--- config.mk ---
export PLATFORM = sky130hd
export DESIGN_NAME = reg_scoreboard_param
export DESIGN_NICKNAME = d
export VERILOG_FILES = /design/src/rtl/scoreboard_pkg.sv /design/src/rtl/sb_counter.sv /design/src/rtl/reg_scoreboard_param.sv
export SDC_FILE = /design/constraint.sdc
export NUM_CORES = 1
export LEC_CHECK = 0
export ABC_AREA = 1
export BUFFER_PORTS_ARGS = -buffer_cell sky130_fd_sc_hd__buf_2
export CAP_MARGIN = 25
export CORE_ASPECT_RATIO = 0.8
export CORE_MARGIN = 2
export CORE_UTILIZATION = 31
export DETAILED_ROUTE_END_ITERATION = 8
export PLACE_DENSITY = 0.52
export SYNTH_ARGS = -nofsm -noshare
export SYNTH_HDL_FRONTEND = slang
export SYNTH_SLANG_ARGS = --single-unit
--- constraint.sdc ---
create_clock -name clk -period 7.2 [get_ports clk]
set_input_delay 1.08 -clock clk [delete_from_list [all_inputs] [get_ports clk]]
set_output_delay 1.08 -clock clk [all_outputs]
set_load 0.05 [all_outputs]
--- src/rtl/scoreboard_pkg.sv ---
// Shared constants and types for the register-hazard scoreboard.
// Pipeline latency classes are the issue-to-writeback distances of the 5-stage core.
package scoreboard_pkg;

    localparam int REG_AW      = 5;
    localparam int MAX_LAT_DEF = 7;
    localparam int LAT_W_DEF   = $clog2(MAX_LAT_DEF + 1);

    typedef logic [LAT_W_DEF-1:0] lat_t;

    typedef enum logic [1:0] {
        CLS_ALU,
        CLS_LOAD,
        CLS_LOAD_IMM
    } instr_class_t;

    localparam lat_t LAT_ALU      = lat_t'(3);
    localparam lat_t LAT_LOAD     = lat_t'(4);
    localparam lat_t LAT_LOAD_IMM = lat_t'(2);

    // Latency the issue logic should present for a given instruction class.
    function automatic lat_t class_lat(input instr_class_t cls);
        lat_t lat;
        lat = LAT_ALU;
        case (cls)
            CLS_LOAD:     lat = LAT_LOAD;
            CLS_LOAD_IMM: lat = LAT_LOAD_IMM;
            default:      lat = LAT_ALU;
        endcase
        return lat;
    endfunction

endpackage

--- src/rtl/sb_counter.sv ---
// One per-register countdown: counts the cycles until a pending write lands.
// A load takes priority over the decrement in the same cycle.
module sb_counter #(
    parameter int LAT_W = 3
) (
    input  logic             clk,
    input  logic             rst,
    input  logic             load,
    input  logic [LAT_W-1:0] load_val,
    output logic [LAT_W-1:0] cnt,
    output logic             nonzero
);

    // NOTE: the counters are individual flops, not a RAM, so every one is reset; sequential state uses <= only.
    always_ff @(posedge clk or negedge rst) begin
        if (!rst) begin
            cnt <= '0;
        end else if (load) begin
            cnt <= load_val;
        end else if (cnt != '0) begin
            cnt <= cnt - LAT_W'(1);
        end
    end

    assign nonzero = (cnt != '0);

endmodule

--- src/rtl/reg_scoreboard_param.sv ---
// Register-hazard scoreboard: per-register countdown counters drive a combinational
// RAW/WAW stall so mixed-latency units can issue in order.
module reg_scoreboard_param #(
    parameter int NUM_REGS      = 32,
    parameter int REG_AW        = scoreboard_pkg::REG_AW,
    parameter int MAX_LAT       = scoreboard_pkg::MAX_LAT_DEF,
    parameter int LAT_W         = scoreboard_pkg::LAT_W_DEF,
    parameter int WRITE_THROUGH = 1
) (
    input  logic                clk,
    input  logic                rst,
    input  logic                issue_valid,
    input  logic [REG_AW-1:0]   src0,
    input  logic                src0_used,
    input  logic [REG_AW-1:0]   src1,
    input  logic                src1_used,
    input  logic [REG_AW-1:0]   dst,
    input  logic                dst_used,
    input  logic [LAT_W-1:0]    issue_lat,
    output logic                stall,
    output logic [NUM_REGS-1:0] busy,
    output logic [31:0]         stall_cycles
);

    import scoreboard_pkg::*;

    localparam logic [LAT_W-1:0] MAX_LAT_V = LAT_W'(MAX_LAT);

    logic [LAT_W-1:0]    cnt [NUM_REGS];
    logic [NUM_REGS-1:0] nz;
    logic [LAT_W-1:0]    lat_eff;
    logic                raw0, raw1, waw;
    logic                accept;
    logic                load_en;
    logic [31:0]         stall_cnt_q;

    // With a write-through register file the final countdown cycle is already readable.
    function automatic logic raw_hit(input logic [LAT_W-1:0] c);
        return (WRITE_THROUGH != 0) ? (c > LAT_W'(1)) : (c != '0);
    endfunction

    assign lat_eff = (issue_lat > MAX_LAT_V) ? MAX_LAT_V : issue_lat;

    // NOTE: every output of a combinational block gets a default first, so no latch is inferred.
    always_comb begin
        raw0  = 1'b0;
        raw1  = 1'b0;
        waw   = 1'b0;
        stall = 1'b0;
        if (src0_used && (src0 != '0)) raw0 = raw_hit(cnt[src0]);
        if (src1_used && (src1 != '0)) raw1 = raw_hit(cnt[src1]);
        if (dst_used && (dst != '0))   waw  = (cnt[dst] > lat_eff);
        stall = issue_valid && (raw0 || raw1 || waw);
    end

    // Stall reaches the counters only through this gate; a zero latency never marks.
    assign accept  = issue_valid && !stall;
    assign load_en = accept && dst_used && (lat_eff != '0);

    assign cnt[0] = '0;
    assign nz[0]  = 1'b0;

    for (genvar r = 1; r < NUM_REGS; r++) begin : g_cnt
        sb_counter #(
            .LAT_W(LAT_W)
        ) u_cnt (
            .clk     (clk),
            .rst     (rst),
            .load    (load_en && (dst == REG_AW'(r))),
            .load_val(lat_eff),
            .cnt     (cnt[r]),
            .nonzero (nz[r])
        );
    end

    assign busy = nz;

    always_ff @(posedge clk or negedge rst) begin
        if (!rst) begin
            stall_cnt_q <= '0;
        end else if (stall && (stall_cnt_q != 32'hFFFF_FFFF)) begin
            stall_cnt_q <= stall_cnt_q + 32'd1;
        end
    end

    assign stall_cycles = stall_cnt_q;

endmodule
# Word level (Yosys, flattened, before mapping)
# Index checks and enable logic that the tools add are counted.
[classes]
n_addsub = 32
order_cmp = 7
eq_ne = 32
mux = 75
bitwise_logic = 3
n_reduce_logical = 108
[ops]
columns = ["op", "count"]
rows = [
  ["$mux W3", 69],
  ["$reduce_bool A3 Y1", 32],
  ["$sub A3 B1 Y3 const B", 31],
  ["$eq A5 B5 Y1 const B", 16],
  ["$reduce_bool A2 Y1", 31],
  ["$bmux W3 S5", 3],
  ["$eq A5 B4 Y1 const B", 8],
  ["$logic_and A1 B1 Y1", 39],
  ["$add A32 B1 Y32 const B", 1],
  ["$ne A32 B32 Y1 const B", 1],
  ["$eq A5 B3 Y1 const B", 4],
  ["$ge A6 B6 Y1 const B", 3],
  ["$not A5 Y6", 3],
  ["$reduce_bool A5 Y1", 3],
  ["$eq A5 B2 Y1 const B", 2],
  ["$gt A3 B1 Y1 const B", 2],
  ["$eq A5 B1 Y1 const B", 1],
  ["$gt A3 B3 Y1", 1],
  ["$gt A3 B3 Y1 const B", 1],
  ["$mux W1", 3],
  ["$logic_or A1 B1 Y1", 2],
  ["$logic_not A1 Y1", 1],
]
[totals]
ff_bits = 125
inputBits = 24
output_inout_bits = 65
elab_cells = 289

# Logic depth before layout (Yosys ltp)
# Gate-level depths: netlist of the first run.
[logic_depth]
ltp_word = 15
mapped_depth = 20
ltp_nobuf = 18

# By module
# From an unflattened synthesis of the first run, not the netlist that was laid out.
[hier_totals]
cells_unflattened = 1602
hier_area_um2 = 10199.8
[modules_own_cells]
columns = ["mod", "instances", "cells_each", "area_per_inst_um2", "seq_area_each_um2"]
rows = [
  ["sb_counter", 31, 29, 200.2, 75.1],
  ["reg_scoreboard_param", 1, 703, 3993.8, 800.8],
]

# Worst setup path after synthesis of the first run
# Ideal clock, no wire load.
[synth_timing]
path_kind = "input-to-output"
start = "in dst[0]"
end = "out stall"
t_arrival_ps = 3373
t_required_ps = 6120
slack_ps = 2747
path_stages = 17
n_path_buf = 2
path_cell_list = "inv_1 nor2_2 clkinv_1 clkbuf_1 o22ai_1 o21ai_0 nand4_1 nand2_1 o21ai_0 ha_1 nand2_1 o21ai_0 o2111ai_2 nand3_2 nand2_1 inv_2 buf_2"
[synth_via]
elab_chain_cells = 8
elab_cells_between_ends = 10
classes_between = "order compare: 1; mux: 4; bitwise: 1; reduce/logical: 4"
[synth_lines]
columns = ["item", "line", "rtl"]
rows = [
  ["from (decl)", "reg_scoreboard_param.sv:17", "input logic [REG_AW-1:0] dst,"],
  ["$not A5 Y6 (implied by the code)", "reg_scoreboard_param.sv:52", "if (dst_used && (dst != '0)) waw = (cnt[dst] > lat_eff);"],
  ["$bmux W3 S5", "reg_scoreboard_param.sv:52", ""],
  ["$mux W3 (implied by the code) (2 in a row)", "reg_scoreboard_param.sv:52", ""],
  ["$gt A3 B3 Y1", "reg_scoreboard_param.sv:52", ""],
  ["$mux W1 *", "reg_scoreboard_param.sv:52", ""],
  ["$logic_or A1 B1 Y1 *", "reg_scoreboard_param.sv:53", "stall = issue_valid && (raw0 || raw1 || waw);"],
  ["$logic_and A1 B1 Y1 *", "reg_scoreboard_param.sv:53", ""],
  ["to (decl)", "reg_scoreboard_param.sv:20", "output logic stall,"],
]
# Every way passes the cells marked *; elsewhere a longest branch is shown, timed or not. The select of a mux whose other input is x is not followed.

# Worst setup path after layout of the first run
# Same ends and word-level chain as after synthesis.

==> results.cfg, run 1 <==
[synthesis]
yosysMostFrequentCell = nand2_1
synth_cell_type_count = 43
synth_edf_count = 0
async_reset_ff_share_pct = 100
ys_seq_area_share_pct = 29.4
syn_area_um2 = 10600
synth.net_count = 1635
synthTopCellsByCount = 425 x nand2_1, 197 x inv_1, 179 x nand3_1, 125 x dfrtp_1, 107 x nor2_1
synthCells = 1545
synth_flop_cell = dfrtp_1
yosys.area.top_type = dfrtp_1
syn_area_per_cell_um2 = 6.88
synth_top_area_share_pct = 29.4
ys_seq_elements = 125
yosys_warnings = 0
synth_area_leaders = dfrtp_1 29%, nand2_1 15%, nand3_1 8.4%, ha_1 7.8%, inv_1 7.0%

[clock_tree]
cts_hold_buf = 0
cts_buffer_depth = 2
cts_sinks = 125
h-tree-depth = 4
cts_made_buffers = 17
clkLatencyLatePin_ns = 0.45
cts-resized-gates = 0
path_clk_slew_ns = 0.07
postCtsSetupRepairBufs = 0
cts_tree = built
root_buffer = clkbuf_16

[finish]
layout.nets = 1660
final_cell_area_um2 = 11800
antenna_cells = 0
seqCellArea_um2 = 3130
final_layout_size_suffix_gt1_share_pct = 10.6
multi_input_area_um2 = 6140
fillers = 3577
syn_to_final_growth_pct = 11.0

[routing]
drt_iter0_drc = 1215
drc_errors = 0
drt_wl_total_um = 38600
drtAntennaViolNets = 0
vias = 10359
dr.pass1.iters = 6
vias_per_cell = 5.14
wl_per_cell_um = 19.1

[timing]
slew-limit-headroom_pct = 33.8
finalSetupViolCount = 0
tns_ns = 0
worst_pin_slew_ns = 0.991
min_period_over_period_pct = 83.3
hold_violations = 0
drv_slew = 0
rsz0062_at_grt = no
max_freq_ghz = 0.167
period_minus_slack_ns = 6.00
clock_skew_ns = 0.0195

[critical_path]
r2r_end = stall_cycles[13]$_DFFE_PN0P_
r2r_cells = 11
crit_path_start_kind = primary input
cp_max_fo = 19
cp_slowest_stage_delay_ns = 0.79
path_class = primary input to primary output
required_ns = 6.12
critPathArrivalTime_ns = 4.92
end_kind = primary output
cp_slowest_cell = clkinv_1
rr_startpoint = stall_cycles[0]$_DFFE_PN0P_
reg2reg_slack_ns = 3.35
path_cells = buf_2 -> inv_1 -> nor2_2 -> clkinv_1 -> nor2_1 -> inv_1 -> o22ai_1 -> a311oi_1 -> a41oi_1 -> ha_1 -> nand2_1 -> o21ai_0 -> o2111ai_2 -> nand3_2 -> nand2_1 -> inv_2 -> buf_2

[hold_path]
min_from = stall_cycles[29]$_DFFE_PN0P_
holdCritPathClass = register to register
hold_end = stall_cycles[29]$_DFFE_PN0P_
holdPathStages = 2

[die]
rows = 60
die_width_um = 211
dieArea_um2 = 35800
die_h_um = 170
start_util_pct = 31.5
io_pins = 89
core_um2 = 33700

[global_route]
grt_pass1_wl_um = 59500
groute.usage.overall_pct = 22.0
antenna_found_initial = 0
grt_pass1_vias = 9591
grt_overflow = 0
grt_max_degree = 74

[power]
leakage_uw = 0.00626
peakVddDrop_mv = 0.146
power_per_cell_area_nw_per_um2 = 419

[placed_design]
port_buffers = 87
post_dp_cell_area_um2 = 11200
place.gp.congestion = 0.928
dpl.hpwl_um = 27800

[status]
outcome = finished, final reports clean

[job]
drv_cap = 0
## cell type report
| type | instances | area share [%] |
|---|---|---|
| Clock buffer | 20 | 3.87 |
| Sequential cell | 125 | 26.5 |
| Clock inverter | 12 | 1.35 |
| Inverter | 212 | 6.77 |
| Multi-Input combinational cell | 1114 | 52.1 |
| Timing Repair Buffer | 100 | 4.80 |
| Tap cell | 434 | 4.60 |
## cell families after synthesis
group                    share of synthesized area [%]
AND/OR/NAND/NOR                                   33.4
buffers and inverters                             12.9
AO/OA/AOI/OAI                                     7.18
flip-flops                                        29.4
XOR/XNOR                                          7.41
adder cells (fa/ha/maj)                           7.77
multiplexers                                      1.88
other                                           0.0353
## how the worst max path moves through the flow
stage,start,end,slack (ns)
after global routing,dst[0],stall,0.99
after detailed placement,dst[0],stall,1.40
final,dst[0],stall,1.20
after floorplan,dst[0],stall,2.75
after CTS,dst[0],stall,1.38
after global placement,dst[0],stall,1.54
## registers in the layout (all words and copies together) (netlist names)
signal,flops
g_cnt.u_cnt.cnt,93
stall_cycles,32
## layer usage
layer | vias to the layer above | global-route usage, % | routed length [um]
met5 | - | 0 | 0
met4 | 0 | 6.15 | 693
met3 | 40 | 4.85 | 2960
met2 | 401 | 29.8 | 15300
met1 | 4909 | 34.2 | 19600
li1 | 5009 | - | -
## cell usage in the layout, fill, tap and decap left out, drive strengths merged, types with 31 or more instances in the layout
cell / n
nand2: 429
ha: 66
buf: 100
inv: 211
o21ai: 67
nor2: 113
xor2: 73
o22ai: 31
nand4: 51
dfrtp: 125
nand3: 189
## power by group
part | internal (uW) | switching (uW) | total, uW
clock | 566 | 369 | 935
combinational | 892 | 1880 | 2780
sequential | 1010 | 226 | 1240
## stage by stage
step | setup WS (ns) | total power [uW] | util, % | hold WS (ns) | cells
3_5_place_dp | 1.40 | 3990 | 33.2 | 0.514 | 1985
4_1_cts | 1.38 | 4950 | 35.0 | 0.531 | 2017
3_3_place_gp | 1.54 | 3950 | 33.0 | 0.511 | 1983
5_1_grt | 0.991 | 5410 | 35.0 | 0.570 | 2017
6_report | 1.20 | 4950 | 35.0 | 0.523 | 2017
2_1_floorplan | 2.75 | 3410 | - | 0.530 | 1545
## worst max-delay path: cells and delay by family
kind / cells / cell delay, ns
compound gates: 5 / 0.86
fa+ha+maj: 1 / 0.17
buf+inv: 6 / 1.44
simple gates: 5 / 1.36
(Power assumes the default switching activity.)
==> run 2, diff against run 1 <==
clock period = 5.85 ns   (was 7.2 ns; I/O delays follow)
==> results.cfg, run 2 (synthesis gave the netlist of run 1 again) <==
[finish]
final_common_cell = nand2_1
largest_register_ff_count = 93
layout.nets = 1663
final_cell_area_um2 = 11800
final_layout_size_suffix_gt1_share_pct = 10.8
antenna_cells = 0
syn_to_final_growth_pct = 10.7
final_cell_mix = 425 x nand2_1, 197 x inv_1, 179 x nand3_1
top_register = g_cnt.u_cnt.cnt

[critical_path]
critPathArrivalTime_ns = 4.06
cp_max_fo = 17
required_ns = 4.97
end_kind = primary output
path_class = primary input to primary output
crit_path_start_kind = primary input

[timing]
drv_slew = 0
worst_pin_slew_ns = 0.929
holdWs_ns = 0.508
tns_ns = 0
finalSetupViolCount = 0
clock_skew_ns = 0.0138
hold_violations = 0
slew-limit-headroom_pct = 37.9
rsz0062_at_grt = no
min_period_over_period_pct = 84.3
period_minus_slack_ns = 4.93
max_freq_ghz = 0.203

[power]
power_per_cell_area_nw_per_um2 = 510
leakage_uw = 0.00624
peakVddDrop_mv = 0.200

[die]
core_um2 = 33700
start_util_pct = 31.5
die_h_um = 170
dieArea_um2 = 35800
io_pins = 89
die_width_um = 211
rows = 60

[placed_design]
port_buffers = 87
dpl.hpwl_um = 27500
place.gp.congestion = 0.910
post_dp_cell_area_um2 = 11200

[clock_tree]
root_buffer = clkbuf_16
cts_tree = built
cts_buffer_depth = 2
cts_hold_buf = 0
cts_sinks = 125
cts_made_buffers = 17
cts-resized-gates = 0
postCtsSetupRepairBufs = 0
clkLatencyLatePin_ns = 0.45
h-tree-depth = 4
path_clk_slew_ns = 0.06

[global_route]
grt_pass1_vias = 9563
grt_max_degree = 79
antenna_found_initial = 0
grt_overflow = 0
grt_pass1_wl_um = 58500
groute.usage.overall_pct = 21.7

[routing]
drt_wl_total_um = 38400
vias_per_cell = 5.13
vias = 10363
drtAntennaViolNets = 0
drt_iter0_drc = 1140
drc_errors = 0
wl_per_cell_um = 19.0
dr.pass1.iters = 5

[job]
drv_cap = 0

[hold_path]
holdCritPathClass = primary input to asynchronous set/reset pin

[status]
outcome = finished, final reports clean
-- run 2: layout make-up --
cell class,instances,area [um2]
timing repair buffer,103,587
tap,434,543
sequential,125,3130
clock inverter,15,139
multi-input combinational,1114,6140
fill,3612,21900
clock buffer,17,425
inverter,212,798
-- run 2: path summary, 6_finish.rpt --
check	from	to	slack, ns	cells past startpoint
max	dst[1]	stall	0.92	16
min	rst	g_cnt[15].u_cnt.cnt[2]$_DFFE_PN0P_	0.51	1
max reg2reg	stall_cycles[1]$_DFFE_PN0P_	stall_cycles[5]$_DFFE_PN0P_	2.11	11
min reg2reg	stall_cycles[29]$_DFFE_PN0P_	stall_cycles[29]$_DFFE_PN0P_	0.54	2
max in group asynchronous	rst	g_cnt[25].u_cnt.cnt[0]$_DFFE_PN0P_	4.15	2
min in group clk	stall_cycles[29]$_DFFE_PN0P_	stall_cycles[29]$_DFFE_PN0P_	0.54	2
-- run 2: layer usage --
layer,track usage (%),wire length [um],vias to the layer above
met5,1.24,61,-
met4,5.24,650,2
met2,30.5,15400,426
met3,6.14,3520,44
met1,32.1,18700,4869
li1,-,-,5022
-- run 2: stage by stage --
step	utilization, %	setup WS [ns]	instances	total power, uW
floorplan	-	1.80	1545	4200
global placement	33.2	1.12	1988	4870
detailed placement	33.2	1.01	1988	4910
CTS	34.9	1.01	2020	6010
global route	34.9	0.666	2020	6560
finish	34.9	0.916	2020	6000
-- run 2: worst max-delay path: stages --
cell,delay (ns)
buf_2,0.13
nand2_1,0.58
buf_4,0.32
nor2_1,0.11
inv_1,0.10
o22ai_1,0.11
a311oi_1,0.23
a41oi_1,0.15
ha_1,0.33
nand2_1,0.05
o21ai_0,0.19
o2111ai_2,0.18
nand3_2,0.15
nand2_1,0.08
inv_2,0.17
buf_2,0.30
-- run 2: where the power goes --
part,internal [uW],switching (uW)
sequential,1240,271
clock,590,468
combinational,1100,2330
total,2930,3070
==> run 3, diff against run 2 <==
ABC_AREA = 0   (was 1)
clock period = 4.82 ns   (was 5.85 ns; I/O delays follow)
==> results.cfg, run 3 <==
[status]
outcome = finished, final reports clean

[power]
p_int_uw = 3820
p_sw_share_pct = 44.1
power_per_cell_area_nw_per_um2 = 631
p_switching_uw = 3010
p_seq_share_pct = 30.5
peakVddDrop_mv = 0.259
p_clk_share_pct = 19.7
leakage_uw = 0.00534
p_comb_share_pct = 49.8

[timing]
clock_skew_ns = 0.0135
rsz0062_at_grt = no
slew-limit-headroom_pct = 43.5
finalSetupViolCount = 0
worst_pin_slew_ns = 0.840
drv_slew = 0
max_freq_ghz = 0.216
setup_ws_ns = 0.183
min_period_over_period_pct = 96.2
tns_ns = 0
hold_violations = 0
period_minus_slack_ns = 4.64

[routing]
dr.pass1.iters = 5
drc_errors = 0
vias_per_cell = 4.93
wl_per_cell_um = 18.2
drtAntennaViolNets = 0
drt_iter0_drc = 503
drt_wl_total_um = 25900
vias = 7010

[finish]
fillers = 2949
syn_to_final_growth_pct = 15.7
seqCellArea_um2 = 3130
layout.nets = 1092
multi_input_area_um2 = 5510
final_cell_area_um2 = 10800
largest_register_ff_count = 93
top_register = g_cnt.u_cnt.cnt
final_layout_size_suffix_gt1_share_pct = 23.5
final_common_cell = dfrtp_1
final_cell_mix = 125 x dfrtp_1, 90 x mux2i_1, 84 x buf_2

[clock_tree]
h-tree-depth = 4
cts_tree = built
path_clk_slew_ns = 0.06
clkLatencyLatePin_ns = 0.42
cts_sinks = 125
postCtsSetupRepairBufs = 0
root_buffer = clkbuf_16
cts_made_buffers = 17
cts_buffer_depth = 2

[global_route]
antenna_found_initial = 1
grt_overflow = 0
groute.usage.overall_pct = 17.3
grt_pass1_vias = 7155
grt_pass1_wl_um = 42200
grt_max_degree = 116

[critical_path]
reg2reg_slack_ns = 0.81
cp_max_fo = 9
crit_path_start_kind = primary input
required_ns = 4.10
path_class = primary input to primary output
end_kind = primary output
critPathArrivalTime_ns = 3.91

[synthesis]
synth_mux_area_share_pct = 21.3
syn_area_per_cell_um2 = 10.1
synth_top_area_share_pct = 33.4
syn_area_um2 = 9360
yosys.area_share.simple_pct = 16.7
synth_flop_cell = dfrtp_1
synth-xor-area-share_pct = 5.71
synth-compound-area-share_pct = 6.19
yosys_warnings = 0
synth_cell_type_count = 54
synth_edf_count = 0
synth_top_family_by_area = multiplexers
async_reset_ff_share_pct = 100
synth.net_count = 1020
synth_area_leaders = dfrtp_1 33%, mux2i_1 9.6%, ha_1 8.8%, mux4_2 7.0%, nand3_2 3.2%
synthTopCellsByCount = 125 x dfrtp_1, 90 x mux2i_1, 76 x inv_1, 66 x ha_1, 64 x nor2_1
ys_seq_elements = 125
synthCells = 930
yosysMostFrequentCell = dfrtp_1
yosys.area_share.adder_pct = 8.83
yosys.area.top_type = dfrtp_1
ys_seq_area_share_pct = 33.4

[die]
io_pins = 89
die_h_um = 159
start_util_pct = 31.7
die_width_um = 198
dieArea_um2 = 31600
core_um2 = 29500
rows = 56

[placed_design]
post_dp_cell_area_um2 = 10200
place_ws_ns = -0.0202
dpl.hpwl_um = 19000
port_buffers = 87
place.gp.congestion = 0.855

[job]
drv_cap = 0

[hold_path]
holdCritPathClass = primary input to asynchronous set/reset pin
## run 3: kinds of logic after synthesis
kind of cell,after synthesis
xor gates and xnor gates,61
adders and majority gates,66
AOI/OAI and AO/OA,89
other,1
buffers and inverters,150
and+or+nand+nor,283
DFF,125
muxes,155
## run 3: layer usage
layer,part of all wire (%),vias to the layer above,track usage (%)
met1,50,3483,25.6
met2,44,139,25.8
met5,0,-,0
met4,1.2,0,3.76
li1,-,3368,-
met3,4.7,20,3.62
## run 3: per-stage QoR
step / hold WS (ns) / utilization [%] / cells / total power, uW
after global routing: 0.120 / 36.7 / 1422 / 7440
after detailed placement: 0.476 / 34.6 / 1389 / 5510
after global placement: 0.476 / 34.5 / 1388 / 5470
after CTS: 0.112 / 36.6 / 1421 / 6900
after floorplan: 0.427 / - / 930 / 4760
final: 0.130 / 36.7 / 1423 / 6830
## run 3: power by group through the flow
| stage | clock network, uW | logic (uW) | registers, uW |
|---|---|---|---|
| after floorplan | 0 | 2840 | 1920 |
| after global placement | 0 | 3360 | 2110 |
| after detailed placement | 0 | 3420 | 2090 |
| after CTS | 1380 | 3440 | 2070 |
| after global routing | 1430 | 3850 | 2150 |
| final | 1350 | 3400 | 2080 |
## run 3: path summary, 6_finish.rpt
check	startpoint	to	depth (start not counted)
setup / recovery	dst[1]	stall	13
hold / removal	rst	g_cnt[27].u_cnt.cnt[1]$_DFFE_PN0P_	1
setup reg to reg	g_cnt[27].u_cnt.cnt[1]$_DFFE_PN0P_	g_cnt[30].u_cnt.cnt[0]$_DFFE_PN0P_	13
hold reg to reg	stall_cycles[16]$_DFFE_PN0P_	stall_cycles[16]$_DFFE_PN0P_	1
max in group asynchronous	rst	g_cnt[6].u_cnt.cnt[0]$_DFFE_PN0P_	2
min in group clk	stall_cycles[16]$_DFFE_PN0P_	stall_cycles[16]$_DFFE_PN0P_	1
## run 3: timing repair
item,4_1_cts,5_1_grt
hold endpoints to repair,0,0
setup endpoints to repair,1,1
gates resized for setup,1,3
hold buffers,0,0
## run 3: layout make-up
cell class / count / area share [%]
Antenna cell: 2 / 0.0462
Clock buffer: 19 / 4.09
Clock inverter: 13 / 1.53
Inverter: 76 / 2.64
Multi-Input combinational cell: 655 / 50.9
Sequential cell: 125 / 28.9
Tap cell: 406 / 4.69
Timing Repair Buffer: 127 / 7.20
## run 3: critical path, cell delays in order
cell	delay, ns
clkbuf_4	0.18
buf_4	0.20
mux2_2	0.34
a22o_1	0.18
mux4_2	0.47
mux2_2	0.28
ha_1	0.31
o21a_1	0.11
o2111ai_1	0.21
o41ai_2	0.14
or3_1	0.36
and2_1	0.19
buf_2	0.21
